**src/rtl/uart_mem_arbiter_if.sv**
```systemverilog
// Request/ready bus shared by the three requesters and the memory side.
//   req    : request, held until ready
//   we     : write enable
//   addr   : byte address
//   width  : access width code (00 byte, 01 halfword, 10 word), passed through
//   wdata  : write data (pN_data_in / mem_data_out)
//   rdata  : read data  (pN_data_out / mem_data_in)
//   ready  : one-cycle completion pulse
// master drives the request, slave answers with rdata/ready.
interface uart_mem_arbiter_if #(
  parameter int unsigned M_WIDTH = 32
);
  logic               req;
  logic               we;
  logic [M_WIDTH-1:0] addr;
  logic [1:0]         width;
  logic [M_WIDTH-1:0] wdata;
  logic [M_WIDTH-1:0] rdata;
  logic               ready;

  modport master (output req, we, addr, width, wdata, input rdata, ready);
  modport slave  (input req, we, addr, width, wdata, output rdata, ready);
endinterface

```
**src/rtl/uart_mem_arbiter.sv**
```systemverilog
// Round-robin arbiter sharing one memory bus between the CPU data port (p0),
// the UART TX DMA read port (p1) and the UART RX DMA write port (p2).
// Ports:
//   clk, rst   : clock, synchronous active-high reset
//   p0, p1, p2 : requester buses (slave side)
//   mem        : downstream memory bus (master side)
//   grant      : current owner 0..2, 2'b11 when idle
// The winner's we/addr/width/wdata are captured at grant, so requesters may
// change or drop their request while the transaction is in flight.
module uart_mem_arbiter #(
  parameter int unsigned M_WIDTH = 32
) (
  input  logic                clk,
  input  logic                rst,
  uart_mem_arbiter_if.slave   p0,
  uart_mem_arbiter_if.slave   p1,
  uart_mem_arbiter_if.slave   p2,
  uart_mem_arbiter_if.master  mem,
  output logic [1:0]          grant
);

  localparam int unsigned N_PORTS    = 3;
  localparam logic [1:0]  GRANT_NONE = 2'b11;

  typedef enum logic [1:0] {IDLE, BUSY, RESP} state_t;

  state_t               state_q, state_d;
  logic [1:0]           last_q, last_d;
  logic [1:0]           grant_d;
  logic                 mem_req_q, mem_req_d;
  logic                 mem_we_q, mem_we_d;
  logic [M_WIDTH-1:0]   mem_addr_q, mem_addr_d;
  logic [1:0]           mem_width_q, mem_width_d;
  logic [M_WIDTH-1:0]   mem_wdata_q, mem_wdata_d;
  logic [N_PORTS-1:0]   ready_q, ready_d;
  logic [M_WIDTH-1:0]   rdata_q [N_PORTS];
  logic [M_WIDTH-1:0]   rdata_d [N_PORTS];
  logic [3:0]           req_v;
  logic [1:0]           cand;
  logic [1:0]           win;

  // Rotate 0 -> 1 -> 2 -> 0
  function automatic logic [1:0] next_port(input logic [1:0] p);
    return (p == 2'd2) ? 2'd0 : p + 2'd1;
  endfunction

  // Top slot is a constant zero so a 2-bit index never leaves the vector
  assign req_v = {1'b0, p2.req, p1.req, p0.req};

  // State and datapath registers
  always_ff @(posedge clk) begin
    if (rst) begin
      state_q     <= IDLE;
      last_q      <= 2'd2;
      grant       <= GRANT_NONE;
      mem_req_q   <= 1'b0;
      mem_we_q    <= 1'b0;
      mem_addr_q  <= '0;
      mem_width_q <= 2'b00;
      mem_wdata_q <= '0;
      ready_q     <= '0;
      for (int i = 0; i < N_PORTS; i++) rdata_q[i] <= '0;
    end else begin
      state_q     <= state_d;
      last_q      <= last_d;
      grant       <= grant_d;
      mem_req_q   <= mem_req_d;
      mem_we_q    <= mem_we_d;
      mem_addr_q  <= mem_addr_d;
      mem_width_q <= mem_width_d;
      mem_wdata_q <= mem_wdata_d;
      ready_q     <= ready_d;
      for (int i = 0; i < N_PORTS; i++) rdata_q[i] <= rdata_d[i];
    end
  end

  // Next-state, winner selection and capture
  always_comb begin
    state_d     = state_q;
    last_d      = last_q;
    grant_d     = grant;
    mem_req_d   = mem_req_q;
    mem_we_d    = mem_we_q;
    mem_addr_d  = mem_addr_q;
    mem_width_d = mem_width_q;
    mem_wdata_d = mem_wdata_q;
    ready_d     = '0;
    for (int i = 0; i < N_PORTS; i++) rdata_d[i] = rdata_q[i];

    // First requester after the last served port wins
    cand = next_port(last_q);
    win  = GRANT_NONE;
    for (int i = 0; i < N_PORTS; i++) begin
      if (win == GRANT_NONE && req_v[cand]) win = cand;
      cand = next_port(cand);
    end

    unique case (state_q)
      IDLE: begin
        if (win != GRANT_NONE) begin
          grant_d   = win;
          mem_req_d = 1'b1;
          state_d   = BUSY;
          case (win)
            2'd0: begin
              mem_we_d = p0.we; mem_addr_d = p0.addr;
              mem_width_d = p0.width; mem_wdata_d = p0.wdata;
            end
            2'd1: begin
              mem_we_d = p1.we; mem_addr_d = p1.addr;
              mem_width_d = p1.width; mem_wdata_d = p1.wdata;
            end
            2'd2: begin
              mem_we_d = p2.we; mem_addr_d = p2.addr;
              mem_width_d = p2.width; mem_wdata_d = p2.wdata;
            end
            default: ;
          endcase
        end
      end
      BUSY: begin
        if (mem.ready) begin
          mem_req_d = 1'b0;
          last_d    = grant;
          state_d   = RESP;
          for (int i = 0; i < N_PORTS; i++) begin
            if (grant == 2'(i)) begin
              ready_d[i] = 1'b1;
              // Writes leave the port's last read value in place
              if (!mem_we_q) rdata_d[i] = mem.rdata;
            end
          end
        end
      end
      RESP: begin
        grant_d = GRANT_NONE;
        state_d = IDLE;
      end
      default: state_d = IDLE;
    endcase
  end

  assign mem.req   = mem_req_q;
  assign mem.we    = mem_we_q;
  assign mem.addr  = mem_addr_q;
  assign mem.width = mem_width_q;
  assign mem.wdata = mem_wdata_q;

  assign p0.ready = ready_q[0];
  assign p1.ready = ready_q[1];
  assign p2.ready = ready_q[2];
  assign p0.rdata = rdata_q[0];
  assign p1.rdata = rdata_q[1];
  assign p2.rdata = rdata_q[2];

endmodule
```
**src/flat_wrapper.sv**
```systemverilog
// flat-port wrapper written by rule: the top's interface ports become plain ports
module uart_mem_arbiter_flat 
#(
  parameter int unsigned M_WIDTH = 32
)
  (clk, rst, grant, p0_req, p0_we, p0_addr, p0_width, p0_wdata, p0_rdata, p0_ready, p1_req, p1_we, p1_addr, p1_width, p1_wdata, p1_rdata, p1_ready, p2_req, p2_we, p2_addr, p2_width, p2_wdata, p2_rdata, p2_ready, mem_req, mem_we, mem_addr, mem_width, mem_wdata, mem_rdata, mem_ready);
  uart_mem_arbiter_if #(.M_WIDTH(M_WIDTH)) p0_i ();
  uart_mem_arbiter_if #(.M_WIDTH(M_WIDTH)) p1_i ();
  uart_mem_arbiter_if #(.M_WIDTH(M_WIDTH)) p2_i ();
  uart_mem_arbiter_if #(.M_WIDTH(M_WIDTH)) mem_i ();
  input  logic clk;
  input  logic rst;
  output logic [1:0] grant;
  input wire logic [$bits(p0_i.req)-1:0] p0_req;
  input wire logic [$bits(p0_i.we)-1:0] p0_we;
  input wire logic [$bits(p0_i.addr)-1:0] p0_addr;
  input wire logic [$bits(p0_i.width)-1:0] p0_width;
  input wire logic [$bits(p0_i.wdata)-1:0] p0_wdata;
  output wire logic [$bits(p0_i.rdata)-1:0] p0_rdata;
  output wire logic [$bits(p0_i.ready)-1:0] p0_ready;
  input wire logic [$bits(p1_i.req)-1:0] p1_req;
  input wire logic [$bits(p1_i.we)-1:0] p1_we;
  input wire logic [$bits(p1_i.addr)-1:0] p1_addr;
  input wire logic [$bits(p1_i.width)-1:0] p1_width;
  input wire logic [$bits(p1_i.wdata)-1:0] p1_wdata;
  output wire logic [$bits(p1_i.rdata)-1:0] p1_rdata;
  output wire logic [$bits(p1_i.ready)-1:0] p1_ready;
  input wire logic [$bits(p2_i.req)-1:0] p2_req;
  input wire logic [$bits(p2_i.we)-1:0] p2_we;
  input wire logic [$bits(p2_i.addr)-1:0] p2_addr;
  input wire logic [$bits(p2_i.width)-1:0] p2_width;
  input wire logic [$bits(p2_i.wdata)-1:0] p2_wdata;
  output wire logic [$bits(p2_i.rdata)-1:0] p2_rdata;
  output wire logic [$bits(p2_i.ready)-1:0] p2_ready;
  output wire logic [$bits(mem_i.req)-1:0] mem_req;
  output wire logic [$bits(mem_i.we)-1:0] mem_we;
  output wire logic [$bits(mem_i.addr)-1:0] mem_addr;
  output wire logic [$bits(mem_i.width)-1:0] mem_width;
  output wire logic [$bits(mem_i.wdata)-1:0] mem_wdata;
  input wire logic [$bits(mem_i.rdata)-1:0] mem_rdata;
  input wire logic [$bits(mem_i.ready)-1:0] mem_ready;
  assign p0_i.req = p0_req;
  assign p0_i.we = p0_we;
  assign p0_i.addr = p0_addr;
  assign p0_i.width = p0_width;
  assign p0_i.wdata = p0_wdata;
  assign p0_rdata = p0_i.rdata;
  assign p0_ready = p0_i.ready;
  assign p1_i.req = p1_req;
  assign p1_i.we = p1_we;
  assign p1_i.addr = p1_addr;
  assign p1_i.width = p1_width;
  assign p1_i.wdata = p1_wdata;
  assign p1_rdata = p1_i.rdata;
  assign p1_ready = p1_i.ready;
  assign p2_i.req = p2_req;
  assign p2_i.we = p2_we;
  assign p2_i.addr = p2_addr;
  assign p2_i.width = p2_width;
  assign p2_i.wdata = p2_wdata;
  assign p2_rdata = p2_i.rdata;
  assign p2_ready = p2_i.ready;
  assign mem_req = mem_i.req;
  assign mem_we = mem_i.we;
  assign mem_addr = mem_i.addr;
  assign mem_width = mem_i.width;
  assign mem_wdata = mem_i.wdata;
  assign mem_i.rdata = mem_rdata;
  assign mem_i.ready = mem_ready;
  uart_mem_arbiter #(.M_WIDTH(M_WIDTH)) u_core (.clk(clk), .rst(rst), .p0(p0_i), .p1(p1_i), .p2(p2_i), .mem(mem_i), .grant(grant));
endmodule
```
**config.mk**
```make
export PLATFORM = sky130hd
export DESIGN_NAME = uart_mem_arbiter_flat
export DESIGN_NICKNAME = d
export VERILOG_FILES = /design/src/rtl/uart_mem_arbiter_if.sv /design/src/rtl/uart_mem_arbiter.sv /design/src/flat_wrapper.sv
export SDC_FILE = /design/constraint.sdc
export NUM_CORES = 1
export LEC_CHECK = 0
export ABC_AREA = 1
export CORE_AREA = 5 5 155 157
export CTS_BUF_LIST = sky130_fd_sc_hd__clkbuf_4
export DETAILED_ROUTE_END_ITERATION = 8
export DIE_AREA = 0 0 160 162
export HOLD_SLACK_MARGIN = 0.06
export PLACE_DENSITY = 0.71
export SYNTH_ARGS = -nofsm -noshare
export SYNTH_HDL_FRONTEND = slang
export SYNTH_SLANG_ARGS = --single-unit
```
**constraint.sdc**
```tcl
create_clock -name clk -period 6.5 [get_ports clk]
set_clock_uncertainty 0.1 [all_clocks]
set_input_delay 0.65 -clock clk [delete_from_list [all_inputs] [get_ports clk]]
set_output_delay 0.65 -clock clk [all_outputs]
set_load 0.02 [all_outputs]
```
# --- Yosys cells after proc, flatten, opt, wreduce, memory -nomap -nowiden ---
# Memory sizes are Yosys's and may differ from the RTL's.
# Cells that the tools add are included.
word_totals:
  word_cells: 90
  input_bits: 239
  mem_bits_rw: 96
  memories: 1
  regBits: 77
memory_table:
  columns: ["memory", "words", "word_bits", "read_ports", "rd_ports_with_merged_regs", "write_ports", "line", "source"]
  rows:
  - ["u_core.rdata_q", 3, 32, 3, 0, 3, "uart_mem_arbiter.sv:36", "logic [M_WIDTH-1:0] rdata_q [N_PORTS];"]
classes:
  bitwise: 5
  magnitude_cmp: 3
  eq_ne: 14
  n_mux: 41
  add_sub_neg: 3
  reduce_logical: 14
ops:
  columns: ["cell", "count"]
  rows:
  - ["32-bit two-way mux", 9]
  - ["96-bit two-way mux", 2]
  - ["32-bit case mux with 3 select lines", 2]
  - ["2-bit two-way mux", 9]
  - ["2-bit equality test (second input constant)", 8]
  - ["1-bit two-way mux", 11]
  - ["2-bit by 3-bit less-than comparator with 1-bit output (second input constant)", 3]
  - ["2-bit case mux with 2 select lines", 2]
  - ["2-bit by 1-bit adder with 2-bit output (second input constant)", 3]
  - ["1-bit binary-select mux with 2-bit select", 3]
  - ["2-bit by 1-bit equality test with 1-bit output (second input constant)", 3]
  - ["2-bit logical NOT", 3]
  - ["2-bit case mux with 3 select lines", 1]
  - ["2-bit AND reduction", 3]
  - ["3-bit AND reduction", 2]
  - ["2-bit inequality test (second input constant)", 2]
  - ["2-bit nonzero test", 2]
  - ["1-bit bitwise OR", 3]
  - ["1-bit case mux with 3 select lines", 1]
  - ["3-bit nonzero test", 1]
  - ["3-bit OR reduction", 1]
  - ["1-bit logical AND", 2]
  - ["2-bit by 1-bit inequality test with 1-bit output (second input constant)", 1]
  - ["1-bit inverter", 2]
  - ["1-bit case mux with 2 select lines", 1]

# --- Longest topological paths before layout ---
# Gate-level depths: netlist of the first run.
logic_depth:
  word_depth: 14
  depth_mapped: 15
  depth_no_buf: 14

# --- Worst setup path before layout of the first run ---
# OpenSTA, ideal clock, no wires.
synth_timing:
  path_type: "input -> register"
  start: "input port p2_req"
  end: "register u_core.mem_addr_q[21], in the netlist u_core.mem.addr[21]"
  path_slack_ns: 3.884
  path_stages: 15
  arrival_ns: 2.442
  t_required_ns: 6.326
  path_cell_list: "inv_1 nand3_1 nand3_1 inv_1 nand2_1 nand3_1 o21bai_2 inv_1 ha_1 clkbuf_1 inv_1 buf_2 clkbuf_1 nand2_1 a31oi_1"
synth_between:
  elab_chain_len: 12
synth_rtl:
  columns: ["element", "line", "source"]
  rows:
  - ["start, declared", "flat_wrapper.sv:28", "input wire logic [$bits(p2_i.req)-1:0] p2_req;"]
  - ["1-bit binary-select mux with 2-bit select", "uart_mem_arbiter.sv:94", "if (win == GRANT_NONE && req_v[cand]) win = cand;"]
  - ["1-bit two-way mux (implied by the code)", "uart_mem_arbiter.sv:94", null]
  - ["2-bit two-way mux", "uart_mem_arbiter.sv:94", null]
  - ["2-bit equality test", "uart_mem_arbiter.sv:94", null]
  - ["1-bit logical AND", "uart_mem_arbiter.sv:94", null]
  - ["2-bit two-way mux", "uart_mem_arbiter.sv:94", null]
  - ["2-bit equality test", "uart_mem_arbiter.sv:94", null]
  - ["1-bit logical AND", "uart_mem_arbiter.sv:94", null]
  - ["2-bit two-way mux *", "uart_mem_arbiter.sv:94", null]
  - ["2-bit by 1-bit equality test with 1-bit output, or another cell as far along", "uart_mem_arbiter.sv:104", "case (win)"]
  - ["3-bit nonzero test (no line)", null, null]
  - ["3-bit AND reduction (no line)", null, null]
  - ["end signal, assigned", "uart_mem_arbiter.sv:69", "mem_addr_q <= mem_addr_d;"]
  - ["end, declared", "uart_mem_arbiter.sv:32", "logic [M_WIDTH-1:0] mem_addr_q, mem_addr_d;"]
# Mark *: on every way between the ends. The rest lies on a longest branch, timed or not. The select of a mux whose other input is x is not followed.
# A chain may end at the register's enable or synchronous reset.

# --- Worst setup path after layout of the first run ---
layout_timing:
  start: "input port p2_req"
  end: "register u_core.mem_wdata_q[16], in the netlist u_core.mem.wdata[16]"
layout_between:
  elab_chain_len: 12
layout_rtl:
  columns: ["element", "line", "source"]
  rows:
  - ["1-bit binary-select mux with 2-bit select", "uart_mem_arbiter.sv:94", null]
  - ["1-bit two-way mux (implied by the code)", "uart_mem_arbiter.sv:94", null]
  - ["2-bit two-way mux", "uart_mem_arbiter.sv:94", null]
  - ["2-bit equality test", "uart_mem_arbiter.sv:94", null]
  - ["1-bit logical AND", "uart_mem_arbiter.sv:94", null]
  - ["2-bit two-way mux", "uart_mem_arbiter.sv:94", null]
  - ["2-bit equality test", "uart_mem_arbiter.sv:94", null]
  - ["1-bit logical AND", "uart_mem_arbiter.sv:94", null]
  - ["2-bit two-way mux *", "uart_mem_arbiter.sv:94", null]
  - ["2-bit by 1-bit equality test with 1-bit output, or another cell as far along", "uart_mem_arbiter.sv:104", null]
  - ["3-bit nonzero test (no line)", null, null]
  - ["3-bit AND reduction (no line)", null, null]
  - ["end signal, assigned", "uart_mem_arbiter.sv:71", "mem_wdata_q <= mem_wdata_d;"]
  - ["end, declared", "uart_mem_arbiter.sv:34", "logic [M_WIDTH-1:0] mem_wdata_q, mem_wdata_d;"]
# Marked as above.

==> results of run 1 <==
-- routing by layer --
metal	vias to the layer above	track usage	share of wire
li1	3976	-	-
met1	3556	0.234	0.40
met2	290	0.361	0.49
met3	34	0.0764	0.090
met4	0	0.0657	0.022
met5	-	0	0
-- placed cells by master (no fill, tap or decap), drive strengths merged --
master,synthesis,layout
o2111ai,1,1
a22o,67,67
o21bai,3,3
nor2,12,12
nand4,3,3
buf,21,10
and2,1,1
o21ai,164,164
clkinv,0,6
inv,115,121
a21oi,100,100
clkinvlp,0,2
ha,4,4
nand3,6,6
o22ai,1,1
nor3,3,3
dfxtp,173,173
diode,0,2
clkdlybuf4s50,0,407
clkbuf,58,17
o211ai,1,1
a31oi,67,67
nand2,152,152
-- path summary, 6_finish.rpt --
kind         slack, ns                    end  cells after the start
min               0.35  u_core.rdata_q[0][40]                      2
max               3.20   u_core.mem.wdata[16]                     16
min reg2reg       0.35  u_core.rdata_q[0][40]                      2
max reg2reg       3.25   u_core.mem.wdata[16]                     15
-- where the power goes --
group | switching [mW] | leakage, nW | internal [mW]
Combinational | 0.713 | 2.75 | 0.551
Clock | 0.439 | 0.145 | 0.173
Sequential | 0.0809 | 1.41 | 1.20
-- cells by family (layout without fill, tap and decap cells) --
group / Yosys count / count (layout) / synth area share
simple gates: 177 / 177 / 0.0994
buf+inv: 194 / 563 / 0.113
other cells: 0 / 2 / 0
fa+ha+maj: 4 / 4 / 0.00670
flops: 173 / 173 / 0.463
compound gates: 404 / 404 / 0.318
-- worst min-delay path, delay by kind of cell (launching register included) --
family,cells,cell delay [ns]
buffers and inverters,1,0.04
AOI/OAI and AO/OA,1,0.05
DFF,1,0.34
-- flip-flops by register name, summed over array words and instances, names as in the netlist --
name and cells:
u_core.mem.addr 32, u_core.mem.we 1, u_core.mem.wdata 32, u_core.grant 2, u_core.mem.req 1, u_core.rdata_q 96
u_core.last_q 2, u_core.ready_q 3, u_core.state_q 2, u_core.mem.width 2
-- final cells by class --
| class | instances | area (um^2) | area share |
|---|---|---|---|
| timing repair buffer | 417 | 4150 | 0.350 |
| sequential | 173 | 3460 | 0.292 |
| multi-input combinational | 585 | 3170 | 0.268 |
| inverter | 115 | 434 | 0.0366 |
| tap | 285 | 357 | 0.0301 |
| clock inverter | 14 | 150 | 0.0127 |
| clock buffer | 17 | 128 | 0.0108 |
| antenna | 2 | 5.00 | 0.000422 |
==> flow_summary.toml, run 1 <==
[worst_setup_path]
max_stage_delay_ns = 0.57
crit_chain = "clkdlybuf4s50_1 -> inv_1 -> nand3_1 -> nand3_1 -> inv_1 -> nand2_1 -> and2_1 -> nand2_1 -> inv_1 -> ha_1 -> nor2_4 -> inv_2 -> nor2_8 -> buf_4 -> o21ai_0 -> a31oi_1"
critical_path.slowest_cell = "buf_4"
start_kind = "input pin"
cp.arrival_ns = 3.68
cp_max_fo = 68
critPathLaunch = "p2_req"
critPathBufInv = 6
path_class = "in -> reg"
path_delay_family = "buffers and inverters"
end_kind = "register"
required_ns = 6.88
path_common_cell = "inv_1"
timing.rr.start = "u_core.last_q[1]"

[synth]
synth-main-ff-cell = "dfxtp_1"
synth_area_um2 = 7470
yosysWarnings = 0
ys_types = 27
synth_common_cells = "dfxtp_1 (173), nand2_1 (152), o21ai_0 (135)"
synth.most_common_cell = "dfxtp_1"
syn_inst = 952
synth_top_area_share = 0.463
synth_area_leaders = "dfxtp_1 (46%), o21ai_0 (9.0%), a22o_1 (7.9%)"
ys_seq_area_frac = 0.463
syn_avg_cell_area_um2 = 7.85
syn_nets = 1195
synthArstFlopShare = 0
synth_edf_count = 0
synth_top_area_cell = "dfxtp_1"
ys_ff_latch = 173

[timing]
final_hold_viol_count = 0
worstMarginPinSlew_ns = 0.824
finalSetupViolCount = 0
period_share = 0.507
drv_slew = 0
relSlewSlack = 0.451
timing.fmax_mhz = 303
min_period_ns = 3.30
grt_setup_unrepaired = "no"
whs_ns = 0.354
fin_tns_setup_ns = 0
setup_ws_ns = 3.20

[route]
routed_via_density = 4.89
drt_iter0_drc = 473
drc = 0
drt-pass1-iter-count = 4
num_vias = 7856
wirelength_mm = 28.1
wl_per_cell_um = 17.5
ant_nets = 0

[clocking]
cts_buffer_depth = 2
cts-root-buf = "clkbuf_4"
insertion_delay_ns = 0.54
cts_sinks = 173
cts_resized = 0
htreeDepth = 4
cts-buffers-inserted = 17
postCtsSetupBuffers = 0
cts_tree = "yes"
hold_buffers = 0
clkTransAtPathRegs_ns = 0.15

[place]
io_buffer_count = 407
post-dp-hpwl_mm = 20.9
pre_cts_ws_ns = 2.67
gp_congestion = 0.875
placed_cell_area_um2 = 11600
dpl.cell_count = 1575

[status]
status = "finished clean"

[layout]
fin_area_um2 = 11900
area_delta_synth_final_pct = 58.7
num-fill-cells = 2162
drive_gt1_frac = 0.0431
fin_util = 0.530
fin_nets = 1552
stdcell_count = 1608

[floorplanning]
die_h_um = 162
ios = 408
start_util = 0.334
fp.dieW_um = 160
num_rows = 55
core_area_um2 = 22400
dieArea_um2 = 25900

[grt]
grt_pass1_vias = 7681
antenna_found_initial = 2
track_usage = 0.206
grt-ovfl-total = 0
grt_pass1_wl_mm = 42.5
grt_max_degree = 101

[power_and_ir_drop]
p_leak_nw = 4.31
ir_worst_vdd_v = 0.000154
power_density_nw_per_um2 = 266
power_mw = 3.16

[worst_hold_path]
hp-start = "u_core.rdata_q[0][40]"
hold_class = "reg -> reg"

[job]
maxCapViolCount = 0
Note: power is estimated with default switching activity, not from simulation.
==> run 2, diff against run 1 <==
- PLACE_DENSITY: 0.71 -> 0.73
- clock period: 6.5 -> 2.9 ns (I/O delays scaled with it)
==> run 2 against run 1 <==
Effect of this change: die area stayed put; first-iteration DRC count is 1.1% higher; sequential share of layout area is 0.68 points lower; combinational power is 140% higher; worst setup slack worse by 2.9 ns; final cell count is 0.81% higher; sequential power is 130% higher; design area is 2.4% higher.
==> flow_summary.toml, run 2 (same netlist as run 1, synthesis figures left out) <==
[route]
wirelength_mm = 29.0
wl_per_cell_um = 17.9
drt_iter0_drc = 478
num_vias = 8060
ant_nets = 0
drc = 0
routed_via_density = 4.97
drt-pass1-iter-count = 5

[floorplanning]
dieArea_um2 = 25900
die_h_um = 162
fp.dieW_um = 160
ios = 408
core_area_um2 = 22400
start_util = 0.334
num_rows = 55

[worst_setup_path]
crit_chain = "nor2_1 -> nand2_1 -> nand3_1 -> inv_1 -> nand2_1 -> nand3_1 -> o21bai_2 -> inv_1 -> ha_1 -> nor2_4 -> inv_2 -> nor2_8 -> buf_12 -> o21ai_0 -> a31oi_1"
cp.arrival_ns = 2.95
crit_end = "u_core.mem.wdata[16]"
critical_path.slowest_cell = "dfxtp_1"
critPathBufInv = 4
path_class = "reg -> reg"
max_stage_delay_ns = 0.39
end_kind = "register"
cp_max_fo = 34
start_kind = "register"
required_ns = 3.27
critPathLaunch = "u_core.last_q[0]"
r2r-end = "u_core.mem.wdata[16]"
reg2regPathDepth = 15
cp.depth = 15
path_delay_family = "simple AND/OR/NAND/NOR gates"
timing.rr.start = "u_core.last_q[0]"
rrSetupSlack_ns = 0.33

[place]
post-dp-hpwl_mm = 21.7
pre_cts_ws_ns = -0.0346
gp_congestion = 0.874
dpl.cell_count = 1585
placed_cell_area_um2 = 11800
io_buffer_count = 407

[clocking]
cts_resized = 0
clkTransAtPathRegs_ns = 0.17
postCtsSetupBuffers = 0
cts-buffers-inserted = 17
cts_buffer_depth = 2
insertion_delay_ns = 0.54
cts_sinks = 173
htreeDepth = 4
cts-root-buf = "clkbuf_4"
hold_buffers = 0
cts_tree = "yes"

[layout]
final_common_cell = "clkdlybuf4s50_1"
fin_area_um2 = 12100
layout_common_cells = "clkdlybuf4s50_1 (407), dfxtp_1 (172), nand2_1 (152)"
fin_util = 0.543
fin_nets = 1563
drive_gt1_frac = 0.0518
stdcell_count = 1621
area_delta_synth_final_pct = 62.5
largest_reg_flops = 96
regMostFlops = "u_core.rdata_q"

[grt]
grt_pass1_wl_mm = 43.1
track_usage = 0.209
grt-ovfl-total = 0
grt_max_degree = 73
grt_pass1_vias = 7794
antenna_found_initial = 4

[status]
status = "finished clean"

[timing]
relSlewSlack = 0.698
timing.fmax_mhz = 389
grt_setup_unrepaired = "no"
drv_slew = 0
worstMarginPinSlew_ns = 0.453
whs_ns = 0.193
setup_ws_ns = 0.327
fin_tns_setup_ns = 0
period_share = 0.887
finalSetupViolCount = 0
min_period_ns = 2.57
final_hold_viol_count = 0

[job]
maxCapViolCount = 0

[power_and_ir_drop]
p_switching_mw = 2.84
comb_power_share = 0.414
intPower_mw = 4.49
seqPwrFrac = 0.395
power_mw = 7.33
p_leak_nw = 4.45
power_frac_clock = 0.191
power_density_nw_per_um2 = 603
ir_worst_vdd_v = 0.000325
netSwitchingFraction = 0.387

[worst_hold_path]
hold_class = "in -> reg"
[run 2: layout make-up]
cell class              count  area [um^2]
fillers                  2064        10200
repair buffers            428         4410
flip-flops and latches    173         3460
multi-input cells         585         3170
inverters                 115          434
well taps                 285          357
clock inverters            15          171
clock buffers              17          128
diodes                      3         7.51
[run 2: per-layer routing]
metal	up-vias	GRT usage	share of wire
li1	4007	-	-
met1	3688	0.241	0.40
met2	329	0.360	0.49
met3	34	0.0759	0.087
met4	2	0.0688	0.024
met5	-	0	0.00045
[run 2: power by group through the flow]
| stage | logic [mW] | registers [mW] | clock network [mW] |
|---|---|---|---|
| 3_3_place_gp | 2.99 | 2.93 | 0 |
| 6_report | 3.03 | 2.89 | 1.40 |
| 3_5_place_dp | 3.02 | 2.93 | 0 |
| 2_1_floorplan | 1.25 | 3.28 | 0 |
| 4_1_cts | 3.03 | 2.89 | 1.46 |
| 5_1_grt | 3.27 | 2.93 | 1.56 |
[run 2: worst min path at each step]
stage | slack (ns) | end | start | depth (start not counted)
6_report | 0.19 | u_core.mem.addr[8] | p0_addr[8] | 3
5_1_grt | 0.11 | u_core.mem.addr[11] | p0_addr[11] | 3
4_1_cts | 0.13 | u_core.mem.addr[8] | p0_addr[8] | 3
3_5_place_dp | 0.33 | u_core.rdata_q[0][2] | u_core.rdata_q[0][2] | 2
3_3_place_gp | 0.33 | u_core.rdata_q[0][63] | u_core.rdata_q[0][63] | 2
2_1_floorplan | 0.26 | u_core.mem.req | rst | 1
[run 2: worst register-to-register path, cell delays in order (launching register included)]
cell and delay [ns]:
dfxtp_1 0.39, nor2_1 0.15, nand2_1 0.07, nand3_1 0.16, inv_1 0.08, nand2_1 0.07, nand3_1 0.09, o21bai_2 0.18
inv_1 0.11, ha_1 0.22, nor2_4 0.13, inv_2 0.09, nor2_8 0.19, buf_12 0.21, o21ai_0 0.12, a31oi_1 0.16
==> run 3, diff against run 2 <==
- CAP_MARGIN: not set -> 10
==> results of run 3 <==
Same layout as run 2: the final DEF is identical, and so are final timing and power.
